==> config.mk <==
export PLATFORM = sky130hd
export DESIGN_NAME = lane_word_aligner
export DESIGN_NICKNAME = d
export VERILOG_FILES = /design/src/rtl/lane_word_aligner.sv
export SDC_FILE = /design/constraint.sdc
export NUM_CORES = 1
export LEC_CHECK = 0
export CAP_MARGIN = 20
export CELL_PAD_IN_SITES_DETAIL_PLACEMENT = 1
export CELL_PAD_IN_SITES_GLOBAL_PLACEMENT = 1
export CORE_ASPECT_RATIO = 1.5
export CORE_MARGIN = 2
export CORE_UTILIZATION = 51
export CTS_BUF_LIST = sky130_fd_sc_hd__clkbuf_16
export DETAILED_ROUTE_END_ITERATION = 12
export DONT_BUFFER_PORTS = 1
export PLACE_DENSITY = 0.82
export SETUP_SLACK_MARGIN = 0.05
export SKIP_LAST_GASP = 1
export SLEW_MARGIN = 15
export SYNTH_ARGS = -nofsm -noshare
export SYNTH_HDL_FRONTEND = slang
export SYNTH_SLANG_ARGS = --single-unit
==> constraint.sdc <==
create_clock -name iSclk -period 2.45 [get_ports iSclk]
set_input_delay 0 -clock iSclk [delete_from_list [all_inputs] [get_ports iSclk]]
set_output_delay 0 -clock iSclk [all_outputs]
set_load 0.01 [all_outputs]
==> src/rtl/lane_word_aligner.sv <==
// ---------------------------------------------------------------------------
// lane_word_aligner
//
// Multi-lane word-boundary aligner. Every lane keeps its two most recent
// raw words and extracts a DW-bit window from them at a per-lane bit
// offset. A per-lane HUNT / VERIFY / LOCKED state machine moves the offset
// by one bit whenever the hunt timer expires without the downstream framer
// reporting a good boundary on iSync. Once the framer has been happy for
// LOCK_CNT consecutive cycles the offset freezes until LOSS_CNT consecutive
// bad cycles are seen.
//
// Ports
//   iSclk    in   1          clock, all logic on the rising edge
//   iRstN    in   1          asynchronous active-low reset
//   iD_Link  in   LANES*DW   raw lane words, lane l at [l*DW +: DW]
//   iSync    in   LANES      per-lane "boundary good" level from the framer
//   oD_Link  out  LANES*DW   aligned words, same packing as iD_Link
//   oSlip    out  LANES*SW   current bit offset per lane (0..DW-1)
//   oLock    out  LANES      per-lane lock status
//   oRst     out  LANES      one-cycle pulse after each offset change
//   oWrap    out  LANES      sticky: offset wrapped DW-1 -> 0 while hunting
// ---------------------------------------------------------------------------
module lane_word_aligner #(
  parameter int DW       = 20,
  parameter int LANES    = 4,
  parameter int TO_W     = 21,
  parameter int LOCK_CNT = 4,
  parameter int LOSS_CNT = 3,
  parameter int SW       = $clog2(DW)
) (
  input  logic                  iSclk,
  input  logic                  iRstN,
  input  logic [LANES*DW-1:0]   iD_Link,
  input  logic [LANES-1:0]      iSync,
  output logic [LANES*DW-1:0]   oD_Link,
  output logic [LANES*SW-1:0]   oSlip,
  output logic [LANES-1:0]      oLock,
  output logic [LANES-1:0]      oRst,
  output logic [LANES-1:0]      oWrap
);

  // Good/bad run counters share one width sized for the larger threshold.
  localparam int CMAX = (LOCK_CNT > LOSS_CNT) ? LOCK_CNT : LOSS_CNT;
  localparam int CW   = $clog2(CMAX + 1);
  // A zero-width timer is kept as one bit; it is then treated as always expired.
  localparam int TW   = (TO_W > 0) ? TO_W : 1;

  localparam logic [CW-1:0] LOCK_V  = CW'(LOCK_CNT);
  localparam logic [CW-1:0] LOSS_V  = CW'(LOSS_CNT);
  localparam logic [SW-1:0] OFF_MAX = SW'(DW - 1);

  typedef enum logic [1:0] {
    ST_HUNT   = 2'd0,
    ST_VERIFY = 2'd1,
    ST_LOCKED = 2'd2
  } state_e;

  // Saturating increment: a counter parks at all-ones instead of wrapping.
  function automatic logic [CW-1:0] sat_inc(input logic [CW-1:0] v);
    logic [CW-1:0] r;
    r = (&v) ? v : v + 1'b1;
    return r;
  endfunction

  for (genvar l = 0; l < LANES; l++) begin : g_lane

    logic [DW-1:0]   cur_q, prev_q;
    logic [DW-1:0]   od_q, od_d;
    logic [2*DW-1:0] cat_shift;
    state_e          state_q, state_d;
    logic [TW-1:0]   timer_q, timer_d;
    logic [CW-1:0]   good_q, good_d;
    logic [CW-1:0]   bad_q, bad_d;
    logic [SW-1:0]   off_q, off_d;
    logic            lock_q, lock_d;
    logic            rst_q, rst_d;
    logic            wrap_q, wrap_d;
    logic            sync;
    logic            timer_full;

    assign sync       = iSync[l];
    assign timer_full = (TO_W == 0) ? 1'b1 : (&timer_q);

    // Window select: shifting {cur, prev} left by the offset puts
    // C[2DW-1-s : DW-s] in the top DW bits. The offset used is the one
    // registered before this edge, so a slip shows on the next output word.
    always_comb begin : p_window
      cat_shift = {cur_q, prev_q} << off_q;
      od_d      = cat_shift[2*DW-1 -: DW];
    end

    always_comb begin : p_fsm
      state_d = state_q;
      timer_d = '0;
      good_d  = good_q;
      bad_d   = bad_q;
      off_d   = off_q;
      wrap_d  = wrap_q;

      case (state_q)
        ST_HUNT: begin
          if (sync) begin
            // A good boundary beats a simultaneous timeout: no slip.
            state_d = ST_VERIFY;
            good_d  = CW'(1);
          end else if (timer_full) begin
            if (off_q == OFF_MAX) begin
              off_d  = '0;
              wrap_d = 1'b1;
            end else begin
              off_d  = off_q + 1'b1;
            end
          end else begin
            timer_d = timer_q + 1'b1;
          end
        end

        ST_VERIFY: begin
          if (sync) begin
            good_d = sat_inc(good_q);
            if (good_d >= LOCK_V) begin
              state_d = ST_LOCKED;
              bad_d   = '0;
            end
          end else begin
            state_d = ST_HUNT;
            good_d  = '0;
          end
        end

        ST_LOCKED: begin
          if (sync) begin
            bad_d = '0;
          end else begin
            bad_d = sat_inc(bad_q);
            if (bad_d >= LOSS_V) begin
              // Offset is kept: re-hunting starts from the last good boundary.
              state_d = ST_HUNT;
              bad_d   = '0;
              good_d  = '0;
            end
          end
        end

        default: begin
          state_d = ST_HUNT;
        end
      endcase
    end

    // Status flags follow the next state / next offset so that they appear
    // in the cycle right after the corresponding transition.
    always_comb begin : p_status
      lock_d = (state_d == ST_LOCKED);
      rst_d  = (off_d != off_q);
    end

    always_ff @(posedge iSclk or negedge iRstN) begin : p_regs
      if (!iRstN) begin
        cur_q   <= '0;
        prev_q  <= '0;
        od_q    <= '0;
        state_q <= ST_HUNT;
        timer_q <= '0;
        good_q  <= '0;
        bad_q   <= '0;
        off_q   <= '0;
        lock_q  <= 1'b0;
        rst_q   <= 1'b0;
        wrap_q  <= 1'b0;
      end else begin
        cur_q   <= iD_Link[l*DW +: DW];
        prev_q  <= cur_q;
        od_q    <= od_d;
        state_q <= state_d;
        timer_q <= timer_d;
        good_q  <= good_d;
        bad_q   <= bad_d;
        off_q   <= off_d;
        lock_q  <= lock_d;
        rst_q   <= rst_d;
        wrap_q  <= wrap_d;
      end
    end

    assign oD_Link[l*DW +: DW] = od_q;
    assign oSlip[l*SW +: SW]   = off_q;
    assign oLock[l]            = lock_q;
    assign oRst[l]             = rst_q;
    assign oWrap[l]            = wrap_q;

  end : g_lane

endmodule

======== Word level (Yosys, flattened, before mapping) ========
Index checks and enable logic that the tools add are counted.
word-level totals
  bits of input ports ..................... 86
  logic and storage cells ................. 252
  output and inout port bits .............. 112
  bits in registers ....................... 388
operators by class
  reductions and logical operators ........ 36
  add/subtract/negate cells ............... 16
  bitwise logic cells ..................... 4
  multiplexer cells ....................... 100
  $lt $le $gt $ge ......................... 8
  eq/ne operators ......................... 40
  shift operators ......................... 4
operators with widths
  kind                                                                                 count
  21-bit 2-to-1 mux                                                                    12
  40-bit by 5-bit left shift with 40-bit output                                        4
  3-bit 2-to-1 mux                                                                     40
  24-bit AND reduction                                                                 4
  21-bit by 1-bit adder with 21-bit output, second input constant                      4
  21-bit AND reduction                                                                 4
  5-bit 2-to-1 mux                                                                     16
  2-bit 2-to-1 mux                                                                     20
  2-bit inequality test, second input constant                                         20
  3-bit case mux with 3 select lines                                                   4
  3-bit AND reduction                                                                  12
  3-bit by 1-bit adder with 3-bit output, second input constant                        8
  2-bit case mux with 3 select lines                                                   4
  3-bit case mux with 2 select lines                                                   4
  5-bit by 1-bit adder with 5-bit output, second input constant                        4
  5-bit == test, second input constant                                                 4
  5-bit inequality test                                                                4
  2-bit == test, second input constant                                                 8
  4-bit AND reduction                                                                  4
  3-bit by 2-bit greater-or-equal comparator with 1-bit output, second input constant  4
  3-bit greater-or-equal comparator, second input constant                             4
  3-bit nonzero test                                                                   4
  2-bit by 1-bit == test with 1-bit output, second input constant                      4
  2-bit zero test                                                                      4
  other kinds (2)                                                                      8

======== Depth between registers and ports, before layout ========
Gate-level depths: netlist of run 1.
  word-level depth ........................ 7
  mapped depth ............................ 8
  depth with buffers taken out ............ 7

======== Least setup slack after synthesis of run 1 ========
OpenSTA, ideal clock, no wires.
  kind .................................... reg-to-reg
  start point ............................. reg g_lane[3].off_q[0]
  end point ............................... reg g_lane[3].od_q[13]
  data required time ...................... 2,306 ps
  arrival time ............................ 1,876 ps
  stages on the path, launching flop included .. 7
  library setup time ...................... 144 ps
  buffers on the path ..................... 2
  setup slack ............................. 430 ps
  period minus slack after synthesis ...... 2,020 ps
  cells stage by stage .................... dfrtp_1 > buf_2 > buf_2 > mux2_2 > mux4_2 > mux2i_1 > o221ai_1
between the ends
  longest elaborated chain between the ends .. 1
RTL lines
  what                                           line  text
  start: declaration                             74    logic [SW-1:0] off_q, off_d;
  start signal: assignment                       167   off_q <= '0;
  start signal: assignment                       179   off_q <= off_d;
  40-bit by 5-bit left shift with 40-bit output  88    cat_shift = {cur_q, prev_q} << off_q;
  named net g_lane[3].cat_shift[33]              69    logic [2*DW-1:0] cat_shift;
  end signal: assignment                         162   od_q <= '0;
  end signal: assignment                         174   od_q <= od_d;
  end: declaration                               68    logic [DW-1:0] od_q, od_d;
The timed path passes the listed nets, and every way through them passes these cells.
A chain may end at the register's enable or synchronous reset.

======== Worst setup path after layout of run 1 ========
  start point ............................. reg g_lane[0].off_q[0]
  end point ............................... reg g_lane[0].od_q[8]
between the ends
  longest elaborated chain between the ends .. 1
RTL lines
  what                                           line
  start: declaration                             74
  start signal: assignment                       167
  start signal: assignment                       179
  40-bit by 5-bit left shift with 40-bit output  88
  named net g_lane[0].cat_shift[28]              69
  end signal: assignment                         162
  end signal: assignment                         174
  end: declaration                               68
The timed path passes the listed nets, and every way through them passes these cells.

==> flow_results.xml, run 1 <==
<?xml version="1.0" encoding="UTF-8"?>
<metrics>
  <group name="layout">
    <metric name="syn_to_final_growth" unit="%">15.4</metric>
    <metric name="most_frequent_cells_in_the_layout" unit="">sky130_fd_sc_hd__dfrtp_1 (384), sky130_fd_sc_hd__nor2_1 (242), sky130_fd_sc_hd__nand2_1 (160)</metric>
    <metric name="area.sequential" unit="um^2">9710</metric>
    <metric name="multi_input_area" unit="um^2">11100</metric>
    <metric name="fillerInstances" unit="">4342</metric>
    <metric name="mostFrequentLayoutCell" unit="">sky130_fd_sc_hd__dfrtp_1</metric>
    <metric name="finish.net_count" unit="">2244</metric>
    <metric name="final_util" unit="%">59.5</metric>
    <metric name="drive_above_1_share" unit="%">18.2</metric>
    <metric name="post-route-cell-area" unit="um^2">25000</metric>
  </group>
  <group name="pwr">
    <metric name="pwr_density_cell" unit="nW/um^2">636</metric>
    <metric name="max-vdd-ir-drop" unit="mV">0.725</metric>
    <metric name="leakage" unit="nW">10.4</metric>
    <metric name="total_power" unit="mW">15.9</metric>
  </group>
  <group name="status">
    <metric name="run_status" unit="">finished with violations</metric>
    <metric name="violations" unit="">hold timing</metric>
  </group>
  <group name="critical_path">
    <metric name="setup.worst_path.class" unit="">reg2reg</metric>
    <metric name="critical_path_peak_fanout" unit="">20</metric>
    <metric name="critical_path_rt" unit="ns">2.85</metric>
    <metric name="worst_ep_arrival_time" unit="ns">2.65</metric>
    <metric name="worst_case_reg_to_reg_path_depth" unit="">6</metric>
    <metric name="end_kind" unit="">register</metric>
    <metric name="startpoint_type_of_the_worst_setup_path" unit="">register</metric>
  </group>
  <group name="placement">
    <metric name="place_hpwl" unit="um">47400</metric>
    <metric name="routabilityCongestion" unit="">1.00</metric>
    <metric name="dpl-instance-area" unit="um^2">22400</metric>
    <metric name="placement.io_buffers" unit="">0</metric>
  </group>
  <group name="cts">
    <metric name="clockRootBuffer" unit="">sky130_fd_sc_hd__clkbuf_16</metric>
    <metric name="cts_htree_levels" unit="">2</metric>
    <metric name="cts-root-to-sink-buffers" unit="">3</metric>
    <metric name="numCtsBuffers" unit="">39</metric>
    <metric name="cts_clock_pin_slew_for_the_worst_setup_and_hold_paths" unit="ns">0.07</metric>
    <metric name="skew_pair_late_insertion_delay" unit="ns">0.55</metric>
    <metric name="cts.sinks" unit="">388</metric>
    <metric name="tritoncts" unit="">yes</metric>
  </group>
  <group name="drt">
    <metric name="post-route-drc-count" unit="">0</metric>
    <metric name="detail-route-antenna-nets" unit="">0</metric>
    <metric name="detail_route.vias_per_cell" unit="">6.42</metric>
    <metric name="drt_pass1_iterations" unit="">5</metric>
    <metric name="vias" unit="">17500</metric>
    <metric name="drt-total-wl" unit="um">71100</metric>
    <metric name="route.detailed.wl_per_inst" unit="um">26.2</metric>
    <metric name="drt_first_iter_violations" unit="">1385</metric>
  </group>
  <group name="timing">
    <metric name="worst_hold_slack" unit="ns">-0.849</metric>
    <metric name="setup_tns" unit="ns">0</metric>
    <metric name="fin_max_slew_vios" unit="">0</metric>
    <metric name="setup_viol_count_final" unit="">0</metric>
    <metric name="worst_clock_skew" unit="ns">0.0217</metric>
    <metric name="worst_slew_margin_rel" unit="%">44.7</metric>
    <metric name="fin_crit_sh" unit="%">91.7</metric>
    <metric name="finalCriticalPeriod" unit="ns">2.25</metric>
    <metric name="final_hold_viol_count" unit="">388</metric>
    <metric name="worst_pin_slew" unit="ns">0.828</metric>
    <metric name="fmaxAchievable" unit="GHz">0.445</metric>
    <metric name="rsz0062_at_grt" unit="">false</metric>
  </group>
  <group name="grt">
    <metric name="antenna_found_initial" unit="">4</metric>
    <metric name="via_count_of_the_first_global_routing_pass" unit="">19300</metric>
    <metric name="grtUsageTotal" unit="%">32.6</metric>
    <metric name="global_route.overflow_total" unit="">0</metric>
    <metric name="grt_first_pass_wirelength" unit="um">112000</metric>
    <metric name="grt_max_degree" unit="">389</metric>
  </group>
  <group name="synth">
    <metric name="synth-edff-count" unit="">0</metric>
    <metric name="synth.cell_area" unit="um^2">21700</metric>
    <metric name="count_of_state_elements_after_synthesis" unit="">388</metric>
    <metric name="ys.warnings.count" unit="">0</metric>
    <metric name="syn-mean-instance-area" unit="um^2">10.8</metric>
    <metric name="yosys.area.top_type_share" unit="%">44.8</metric>
    <metric name="synth_area_leaders" unit="">sky130_fd_sc_hd__dfrtp_1 (45%), sky130_fd_sc_hd__mux4_2 (8.2%), sky130_fd_sc_hd__mux2_2 (7.1%)</metric>
    <metric name="yosys_most_used_dff" unit="">sky130_fd_sc_hd__dfrtp_1</metric>
    <metric name="synth_async_sr_flop_share" unit="%">100</metric>
    <metric name="netlist.top_cell.by_area" unit="">sky130_fd_sc_hd__dfrtp_1</metric>
    <metric name="yosysUniqueCellTypes" unit="">76</metric>
    <metric name="syn_nets" unit="">2124</metric>
    <metric name="sequential_to_total_area_share_from_yosys_stat" unit="%">44.8</metric>
    <metric name="synth_cells" unit="">2006</metric>
  </group>
  <group name="floorplanning">
    <metric name="initial_utilization" unit="%">51.5</metric>
    <metric name="die-width" unit="um">172</metric>
    <metric name="num_io_pins" unit="">198</metric>
    <metric name="die_outline_area" unit="um^2">44200</metric>
    <metric name="dieHeight" unit="um">256</metric>
    <metric name="std_cell_rows" unit="">92</metric>
    <metric name="core_region_area" unit="um^2">42000</metric>
  </group>
  <group name="min_path">
    <metric name="hold_class" unit="">in2async</metric>
  </group>
  <group name="run">
    <metric name="cap_viol_max_count" unit="">0</metric>
  </group>
</metrics>
==> cell type report <==
cell class | instances | share of cell area, %
multi-input cells | 1442 | 44.4
flip-flops and latches | 388 | 38.9
repair buffers | 206 | 7.73
clock buffers | 41 | 4.10
well taps | 564 | 2.82
clock inverters | 28 | 1.31
inverters | 49 | 0.736
diodes | 1 | 0.0100
==> worst paths after layout <==
check	startpoint	end	slack (ns)
hold / removal	iRstN	g_lane[2].od_q[17]	-0.85
setup / recovery	g_lane[0].off_q[0]	g_lane[0].od_q[8]	0.20
min in group iSclk	iD_Link[10]	g_lane[0].cur_q[10]	0.01
setup reg to reg	g_lane[0].off_q[0]	g_lane[0].od_q[8]	0.20
hold reg to reg	g_lane[1].cur_q[19]	g_lane[1].prev_q[19]	0.40
max in group asynchronous	iRstN	g_lane[0].off_q[0]	2.63
==> per-layer routing <==
metal	vias up	GRT usage, %	wire length, um
met3	299	6.36	4120
met5	-	0	57
met4	8	17.4	4290
met2	708	58.0	37300
li1	7577	-	-
met1	8875	36.1	25400
==> Yosys cell counts (8+ instances only) <==
library cell	n
sky130_fd_sc_hd__nor3_1	19
sky130_fd_sc_hd__nor2b_1	25
sky130_fd_sc_hd__o21ai_0	89
sky130_fd_sc_hd__and4_1	14
sky130_fd_sc_hd__a221oi_1	8
sky130_fd_sc_hd__a21oi_1	54
sky130_fd_sc_hd__buf_1	12
sky130_fd_sc_hd__nand3_1	46
sky130_fd_sc_hd__o22ai_1	58
sky130_fd_sc_hd__ha_1	32
sky130_fd_sc_hd__o221ai_1	24
sky130_fd_sc_hd__mux4_2	79
sky130_fd_sc_hd__a211oi_1	20
sky130_fd_sc_hd__a31oi_1	8
sky130_fd_sc_hd__clkbuf_1	43
sky130_fd_sc_hd__a22oi_1	19
sky130_fd_sc_hd__nor2_1	242
sky130_fd_sc_hd__buf_2	42
sky130_fd_sc_hd__xnor2_1	30
sky130_fd_sc_hd__nand2_1	160
sky130_fd_sc_hd__a221o_1	9
sky130_fd_sc_hd__o211ai_1	10
sky130_fd_sc_hd__dfrtp_1	388
sky130_fd_sc_hd__xor2_1	44
sky130_fd_sc_hd__inv_1	45
sky130_fd_sc_hd__mux2i_1	133
sky130_fd_sc_hd__mux2_2	137
sky130_fd_sc_hd__and3_1	16
sky130_fd_sc_hd__nand4_1	25
sky130_fd_sc_hd__nand2b_1	22
sky130_fd_sc_hd__buf_4	26
sky130_fd_sc_hd__and2_1	12
==> metrics by stage <==
| stage | instances | setup WS (ns) |
|---|---|---|
| floorplan | 2006 | 0.430 |
| finish | 2719 | 0.204 |
| global route | 2718 | 0.0900 |
| CTS | 2717 | 0.218 |
| global placement | 2525 | 0.206 |
| detailed placement | 2525 | 0.249 |
==> timing repair <==
action                                 CTS  global route
setup endpoints to repair                0             1
hold buffers                           123             1
gates resized for setup                  0             1
setup buffers                            0             0
endpoints found under the hold margin  554           389
==> state kept, by name, indices dropped and copies added, names as in the netlist <==
register        flops
g_lane.lock_q       4
g_lane.state_q      8
g_lane.prev_q      80
g_lane.od_q        80
g_lane.good_q      12
g_lane.bad_q       12
g_lane.rst_q        4
g_lane.timer_q     84
g_lane.wrap_q       4
g_lane.cur_q       80
g_lane.off_q       20
==> cells by family after synthesis <==
| kind of cell | after synthesis | synth area share, % |
|---|---|---|
| adders and majority gates | 32 | 1.85 |
| and+or+nand+nor | 616 | 13.4 |
| DFF | 388 | 44.8 |
| muxes | 350 | 21.6 |
| xor gates and xnor gates | 74 | 2.99 |
| buffers and inverters | 176 | 3.88 |
| AOI/OAI and AO/OA | 370 | 11.5 |
==> critical path, cell delays in order (launching register included) <==
cell and delay [ns]:
sky130_fd_sc_hd__dfrtp_2 0.66, sky130_fd_sc_hd__buf_4 0.33, sky130_fd_sc_hd__mux4_2 0.55, sky130_fd_sc_hd__mux2i_1 0.22, sky130_fd_sc_hd__nand2_1 0.10, sky130_fd_sc_hd__o21ai_0 0.10, sky130_fd_sc_hd__mux2i_1 0.14
==> where the power goes <==
part	leakage, nW	internal, mW	total, mW	switching, mW
clock network	0.680	3.78	6.45	2.67
logic	4.91	0.917	2.22	1.30
registers	4.80	6.78	7.24	0.458
(Power assumes the default switching activity.)
==> run 2, diff against run 1 <==
CORE_ASPECT_RATIO = 0.7   (was 1.5)
CORE_UTILIZATION = 30   (was 51)
PLACE_DENSITY = 0.54   (was 0.82)
==> flow_results.xml, run 2 (synthesis results as in run 1) <==
<?xml version="1.0" encoding="UTF-8"?>
<metrics>
  <group name="cts">
    <metric name="cts-root-to-sink-buffers" unit="">3</metric>
    <metric name="cts.sinks" unit="">388</metric>
    <metric name="cts_htree_levels" unit="">2</metric>
    <metric name="skew_pair_late_insertion_delay" unit="ns">0.57</metric>
    <metric name="holdBufCountCts" unit="">164</metric>
    <metric name="cts_clock_pin_slew_for_the_worst_setup_and_hold_paths" unit="ns">0.06</metric>
    <metric name="tritoncts" unit="">yes</metric>
    <metric name="numCtsBuffers" unit="">45</metric>
    <metric name="clockRootBuffer" unit="">sky130_fd_sc_hd__clkbuf_16</metric>
  </group>
  <group name="floorplanning">
    <metric name="initial_utilization" unit="%">30.3</metric>
    <metric name="dieHeight" unit="um">229</metric>
    <metric name="core_region_area" unit="um^2">71500</metric>
    <metric name="die-width" unit="um">325</metric>
    <metric name="std_cell_rows" unit="">82</metric>
    <metric name="die_outline_area" unit="um^2">74400</metric>
    <metric name="num_io_pins" unit="">198</metric>
  </group>
  <group name="critical_path">
    <metric name="critical_path_peak_fanout" unit="">30</metric>
    <metric name="cp.depth" unit="">5</metric>
    <metric name="critical_path_rt" unit="ns">2.85</metric>
    <metric name="worst_path_dominant_cell_family" unit="">multiplexers</metric>
    <metric name="critical_path.reg2reg.startpoint" unit="">g_lane[2].off_q[0]</metric>
    <metric name="cpMaxStageDelayCell" unit="">sky130_fd_sc_hd__mux2i_1</metric>
    <metric name="worstPathCellList" unit="">buf_12, mux2i_1, mux2i_1, a221oi_1, o221ai_1</metric>
    <metric name="r2r_end" unit="">g_lane[2].od_q[16]</metric>
    <metric name="setup.worst_path.class" unit="">reg2reg</metric>
    <metric name="worst_case_reg_to_reg_path_depth" unit="">5</metric>
    <metric name="timing.reg2reg.setup_slack" unit="ns">0.19</metric>
    <metric name="startpoint_type_of_the_worst_setup_path" unit="">register</metric>
    <metric name="crit_buf_inv" unit="">1</metric>
    <metric name="worst_ep_arrival_time" unit="ns">2.66</metric>
    <metric name="cpPeakStageDelay" unit="ns">0.57</metric>
    <metric name="end_kind" unit="">register</metric>
    <metric name="crit_top_cell" unit="">sky130_fd_sc_hd__mux2i_1</metric>
  </group>
  <group name="grt">
    <metric name="global_route.overflow_total" unit="">0</metric>
    <metric name="via_count_of_the_first_global_routing_pass" unit="">17700</metric>
    <metric name="grt_first_pass_wirelength" unit="um">112000</metric>
    <metric name="antenna_found_initial" unit="">1</metric>
    <metric name="grt_max_degree" unit="">389</metric>
    <metric name="grtUsageTotal" unit="%">19.0</metric>
  </group>
  <group name="layout">
    <metric name="largest_register_ffs" unit="">84</metric>
    <metric name="drive_above_1_share" unit="%">18.0</metric>
    <metric name="syn_to_final_growth" unit="%">20.1</metric>
    <metric name="multi_input_area" unit="um^2">11100</metric>
    <metric name="most_frequent_cells_in_the_layout" unit="">sky130_fd_sc_hd__dfrtp_1 (384), sky130_fd_sc_hd__nor2_1 (242), sky130_fd_sc_hd__dlygate4sd3_1 (164)</metric>
    <metric name="fillerInstances" unit="">7895</metric>
    <metric name="mostFrequentLayoutCell" unit="">sky130_fd_sc_hd__dfrtp_1</metric>
    <metric name="finish.net_count" unit="">2288</metric>
    <metric name="area.sequential" unit="um^2">9710</metric>
    <metric name="max_flop_register" unit="">g_lane.timer_q</metric>
  </group>
  <group name="min_path">
    <metric name="hold_class" unit="">in2async</metric>
  </group>
  <group name="timing">
    <metric name="setup_tns" unit="ns">0</metric>
    <metric name="worst_hold_slack" unit="ns">-0.847</metric>
    <metric name="worst_pin_slew" unit="ns">0.663</metric>
    <metric name="worst_slew_margin_rel" unit="%">55.8</metric>
    <metric name="setup_viol_count_final" unit="">0</metric>
    <metric name="worst_clock_skew" unit="ns">0.0207</metric>
    <metric name="rsz0062_at_grt" unit="">false</metric>
    <metric name="finalCriticalPeriod" unit="ns">2.26</metric>
    <metric name="final.setup.worst_slack" unit="ns">0.193</metric>
    <metric name="fmaxAchievable" unit="GHz">0.443</metric>
    <metric name="fin_max_slew_vios" unit="">0</metric>
    <metric name="fin_crit_sh" unit="%">92.1</metric>
    <metric name="final_hold_viol_count" unit="">388</metric>
  </group>
  <group name="pwr">
    <metric name="leakage" unit="nW">10.6</metric>
    <metric name="pwr_density_cell" unit="nW/um^2">618</metric>
    <metric name="max-vdd-ir-drop" unit="mV">0.468</metric>
  </group>
  <group name="drt">
    <metric name="drt-total-wl" unit="um">70800</metric>
    <metric name="post-route-drc-count" unit="">0</metric>
    <metric name="route.detailed.wl_per_inst" unit="um">22.3</metric>
    <metric name="drt_first_iter_violations" unit="">1636</metric>
    <metric name="detail-route-antenna-nets" unit="">0</metric>
    <metric name="detail_route.vias_per_cell" unit="">5.34</metric>
    <metric name="vias" unit="">16900</metric>
    <metric name="drt_pass1_iterations" unit="">5</metric>
  </group>
  <group name="placement">
    <metric name="placement.io_buffers" unit="">0</metric>
    <metric name="place_hpwl" unit="um">50100</metric>
    <metric name="routabilityCongestion" unit="">0.924</metric>
    <metric name="dpl_ws" unit="ns">0.249</metric>
  </group>
  <group name="status">
    <metric name="violations" unit="">hold timing</metric>
    <metric name="run_status" unit="">finished with violations</metric>
  </group>
  <group name="run">
    <metric name="cap_viol_max_count" unit="">0</metric>
  </group>
</metrics>
## run 2: cell count changes in the layout (fill, tap and decap cells not counted), sizes merged, moves of 2 or more
cell         change
buf              -2
bufinv           -2
clkbuf           +4
clkinv          +11
dlygate4sd3     +40
inv              -2
## run 2: worst max path at each step
stage                     slack (ns)                     to            startpoint
final                           0.19     g_lane[2].od_q[16]    g_lane[2].off_q[0]
after CTS                       0.25  g_lane[1].timer_q[13]  g_lane[1].timer_q[0]
after floorplan                 0.43     g_lane[3].od_q[13]    g_lane[3].off_q[0]
after global routing            0.08     g_lane[3].off_q[0]  g_lane[3].state_q[0]
after global placement          0.27     g_lane[2].od_q[16]    g_lane[2].off_q[0]
after detailed placement        0.25  g_lane[1].timer_q[13]  g_lane[1].timer_q[0]
## run 2: repair_timing
item / in CTS / in global routing
setup endpoints to repair: 0 / 15
hold endpoints to repair: 571 / 388
buffers inserted: 0 / 0
resized for setup: 0 / 1
## run 2: worst reg2reg max path, stage by stage (launching register included)
cell	delay [ns]
sky130_fd_sc_hd__dfrtp_2	0.41
sky130_fd_sc_hd__buf_12	0.21
sky130_fd_sc_hd__mux2i_1	0.58
sky130_fd_sc_hd__mux2i_1	0.32
sky130_fd_sc_hd__a221oi_1	0.33
sky130_fd_sc_hd__o221ai_1	0.24
## run 2: routing by layer
metal	global-route usage, %	up-vias	part of all wire, %
met5	0	-	0
met4	4.05	0	1.6
met3	4.07	65	6.7
met2	27.7	487	43
met1	28.8	8708	49
li1	-	7670	-
## run 2: stage by stage
stage / total power, mW / instance area [um^2] / instances / hold WS, ns / utilization (%)
6_report: 16.1 / 26000 / 3171 / -0.847 / 36.4
5_1_grt: 16.9 / 26000 / 3171 / -0.892 / 36.4
4_1_cts: 16.3 / 26000 / 3170 / -0.914 / 36.4
3_5_place_dp: 9.25 / 22900 / 2925 / -0.287 / 32.1
3_3_place_gp: 9.17 / 22900 / 2925 / -0.276 / 32.1
2_1_floorplan: 8.56 / 21700 / 2006 / -0.296 / -
## run 2: cell type report
type,count,share of cell area (%)
repair buffers,244,9.05
clock buffers,45,4.33
clock inverters,36,1.19
well taps,966,4.65
diodes,1,0.00962
flip-flops and latches,388,37.4
multi-input cells,1442,42.7
inverters,49,0.707
## run 2: power by group
group	internal, mW	leakage [nW]	switching, mW
sequential	6.79	4.80	0.415
clock	3.87	0.716	2.83
combinational	0.975	5.07	1.19
total	11.6	10.6	4.43
